<file path="src/rtl/fib_pkg.sv">
// Shared definitions for the Fibonacci stream generator/checker pair:
// checker state encoding and the sequence seed constants.
package fib_pkg;

  typedef enum logic [1:0] {
    IDLE = 2'd0,
    RUN  = 2'd1,
    DONE = 2'd2
  } fib_state_e;

  localparam int FIB_SEED0 = 0;
  localparam int FIB_SEED1 = 1;

endpackage

</file>
<file path="src/rtl/fib_ref_seq.sv">
// Reference Fibonacci term pair (ref_a = current term, ref_b = next term),
// modulo 2^WIDTH, with a carry flag for the pending advance sum.
module fib_ref_seq
  import fib_pkg::*;
#(
  parameter int WIDTH = 64
) (
  input  logic             clk,
  input  logic             reset,
  input  logic             load,
  input  logic             advance,
  output logic [WIDTH-1:0] ref_a,
  output logic             carry
);

  localparam logic [WIDTH-1:0] SEED0 = WIDTH'(FIB_SEED0);
  localparam logic [WIDTH-1:0] SEED1 = WIDTH'(FIB_SEED1);

  logic [WIDTH-1:0] ref_b;
  logic [WIDTH-1:0] sum;

  // carry reports the overflow of the sum that the next advance would store
  assign {carry, sum} = {1'b0, ref_a} + {1'b0, ref_b};

  always_ff @(posedge clk) begin
    if (reset || load) begin
      ref_a <= SEED0;
      ref_b <= SEED1;
    end else if (advance) begin
      ref_a <= ref_b;
      ref_b <= sum;
    end
  end

endmodule

</file>
<file path="config.mk">
export PLATFORM = sky130hd
export DESIGN_NAME = fib_ref_seq
export DESIGN_NICKNAME = d
export VERILOG_FILES = /design/src/rtl/fib_pkg.sv /design/src/rtl/fib_ref_seq.sv
export SDC_FILE = /design/constraint.sdc
export NUM_CORES = 1
export LEC_CHECK = 0
export CAP_MARGIN = 20
export CORE_MARGIN = 2
export CORE_UTILIZATION = 64
export DETAILED_ROUTE_END_ITERATION = 16
export GPL_ROUTABILITY_DRIVEN = 0
export PLACE_DENSITY = 0.87
export RECOVER_POWER = 100
export SYNTH_ARGS = -nofsm -noshare
export SYNTH_HDL_FRONTEND = slang
export SYNTH_SLANG_ARGS = --single-unit
</file>
<file path="constraint.sdc">
create_clock -name clk -period 7.1 [get_ports clk]
set_clock_uncertainty 0.05 [all_clocks]
set_input_delay 1.065 -clock clk [delete_from_list [all_inputs] [get_ports clk]]
set_output_delay 1.065 -clock clk [all_outputs]
set_load 0.005 [all_outputs]
</file>
==> results by group <==
Run status
  – Status: finished with violations
  – Failing checks: max-capacitance violations, max-slew violations

Timing
  – Max Transition Viols Final: 72
  – RSZ-0062 raised after global routing: no
  – Highest clock rate: ~170 MHz
  – Tmin final: 5957 ps
  – Final Hold Slack: about 430 ps
  – Setup TNS: 0 ps
  – Final hold violation count: 0
  – Final Cycle Share: 0.8390
  – Worst-margin pin slew: slightly below 5000 ps
  – Slew Limit Headroom: -2.210
  – # setup viols final: 0

Layout
  – Area grow syn2layout: 14.68%
  – Share of layout cells above drive strength 1: 0.04284
  – Final Core Density: 0.7487
  – Commonest non-fill, non-tap cell in the layout: dfxtp_1
  – Layout net count: approximately 1100
  – Cell area after layout: 9371 um^2
  – Diodes inserted: 0
  – Commonest cells after routing, fill and taps aside: dfxtp_1 (128), nor2_1 (125), mux2i_1 (90)

CTS
  – Root Driver: clkbuf_16
  – Post_cts resized: 0
  – Total CTS buffers: 17
  – Maximum root-to-sink buffer count: 2
  – H-tree levels: 4
  – Reg clk slew, reported paths: ~60 ps
  – CTS tree: built
  – Clock sinks: about 130
  – Setup Fix Bufs, Post-CTS: 0
  – Post-CTS Hold Buffers: 0
  – Worst-Skew Late Latency: between 400 and 500 ps

Global routing
  – Total global routing overflow: 0
  – Total GRT Usage: 0.3037
  – Vias in the first global route: 6898
  – Initial antenna violation count: 0
  – First-pass GRT wire length: ~33000 um
  – Largest net degree at the start of global routing: 94

Hold path
  – WHS Path Cells: 2
  – Hold_sp: ref_b[34]
  – HP Class: flop to flop
  – Hold Path Sink: ref_b[34]

Routing
  – DRC Markers: 0
  – WL/cell: between 15 and 20 um
  – Drt pass-1 iters: 5
  – DR iter-0 viols: about 460
  – Vias per inst: 6.176
  – Routed wire length: 20260 um
  – Vias: 7405
  – Antenna viol nets, final: 0

Pwr
  – P_int: about 1.2 mW
  – Worst vdd ir: 158.5 uV
  – Pwr Density: ~170 nW/um^2
  – Switch Pwr: around 0.37 mW
  – Register share of total power: 0.449
  – Pwr Total: 1.606 mW
  – Leakage: around 4.2 nW
  – Gate power share: 0.036
  – Net Sw Frac: 0.2292
  – Clock power share: 0.515

Place
  – Placed cell area: 8867 um^2
  – Dpl hpwl: around 14000 um
  – PortBufs: roughly 70

Synth
  – Primary FF master, synth: dfxtp_1
  – Synth async-reset ratio: 0
  – Syn_nets: 1051
  – Syn. warnings: 0
  – Yosys cell types: 64
  – Post-synthesis cell count: a little under 1000
  – Synthesized area per cell: 8.321 um^2
  – Number of flops mapped to enable cells by yosys: 0
  – Register area share after synthesis: 0.3136
  – Synth Register Bits: ~130
  – Mapped Area: just over 8000 um^2

Die
  – Starting density of the core: 0.6528
  – Top Ports: 69
  – Die Y: between 100 and 150 um
  – Floorplan Core Area: ~13000 um^2
  – Die Wd: 117.0 um
  – Die area: 13690 um^2
  – Rows: 41

Setup path
  – Slowest cell on crit path: clkbuf_1
  – Critical-path maximum fanout: just over 70
  – Critical R2R Capture: ref_b[54]
  – Worst reg2reg path depth: 11
  – Critical Path Source Type: input port
  – Crit-path cells: buf_4 > clkbuf_1 > and2_1 > nand4_1 > o31ai_1 > a21oi_1 > nand3_1
  – Worst setup EP type: flop
  – Critical Path RT: ~7400 ps
  – Worst Setup Path Type: input port to flop
  – Worst stage delay on the critical path: about 3400 ps
  – Arrival @ worst endpoint: about 6300 ps
  – RR Startpoint: ref_a[0]
  – R2R Setup Slk: roughly 3200 ps

Flow run
  – MaxCap Viol Count: 1
==> power by group through the flow <==
stage	registers, mW	clock network, mW	logic (mW)
6_report	0.721	0.826	0.0581
5_1_grt	0.721	0.863	0.0613
4_1_cts	0.721	0.831	0.0535
3_5_place_dp	0.737	0	0.0532
3_3_place_gp	0.737	0	0.0521
2_1_floorplan	0.737	0	0.0405
==> layout make-up <==
| cell class | count | area (um^2) |
|---|---|---|
| Multi-Input combinational cell | 774 | 5264 |
| Fill cell | 985 | 3146 |
| Sequential cell | 128 | 2562 |
| Timing Repair Buffer | 72 | 700.7 |
| Clock buffer | 21 | 460.4 |
| Tap cell | 172 | 215.2 |
| Clock inverter | 11 | 90.09 |
| Inverter | 21 | 78.83 |
==> worst max-delay path by stage <==
stage,from,end,depth (start not counted)
2_1_floorplan,ref_a[0],carry,11
3_3_place_gp,ref_a[0],carry,12
3_5_place_dp,ref_a[0],carry,12
4_1_cts,ref_a[0],carry,12
5_1_grt,advance,ref_b[50],7
6_report,advance,ref_b[50],7
==> critical path: cells and delay by family <==
| kind | cells | cell delay, ps |
|---|---|---|
| buf+inv | 2 | 3860 |
| simple gates | 3 | 1120 |
| compound gates | 2 | 200 |
==> registers in the layout, summed over array words and instances (netlist names) <==
name,cells
ref_b,64
ref_a,64
==> metal layers <==
layer | vias up | routed length, um | global-route usage | part of all wire
met2 | 254 | 9584 | 0.5079 | 0.47
met1 | 3507 | 8999 | 0.3889 | 0.44
met3 | 40 | 1281 | 0.06488 | 0.063
met4 | 0 | 394 | 0.1082 | 0.019
li1 | 3604 | - | - | -
met5 | - | 0 | 0 | 0
==> cell usage after synthesis, types with 8 or more instances <==
cell type  count  area share
nand2_1       71       0.033
buf_2          8      0.0049
o21ai_1        9      0.0055
xor2_1        22       0.024
a211oi_1       9      0.0083
nor2_1       125       0.057
clkbuf_1      47       0.022
a21oi_1       79       0.048
inv_1         21      0.0096
mux2i_1       90        0.11
xnor2_1       34       0.036
o21bai_1      22       0.020
nand3_1       15      0.0092
nor3_1         8      0.0049
a21o_1        38       0.035
nand4_1       30       0.023
o21ai_0       58       0.036
a31oi_1       11      0.0084
dfxtp_1      128        0.31
ha_1          64       0.098
==> stage by stage <==
step | cells | setup WS [ps]
floorplan | 982 | 3168
global placement | 1167 | 2470
detailed placement | 1167 | 2403
CTS | 1199 | 1920
global route | 1199 | 951.8
finish | 1199 | 1143
==> logic make-up (layout without fill, tap and decap cells) <==
group	Yosys count	after routing	share of synthesized area
buf+inv	80	125	0.03813
simple gates	283	283	0.1545
flops	128	128	0.3136
fa+ha+maj	65	65	0.1004
mux	90	90	0.1102
compound gates	280	280	0.2231
xor+xnor	56	56	0.06002
No activity file was read; power rests on OpenSTA's default activity.
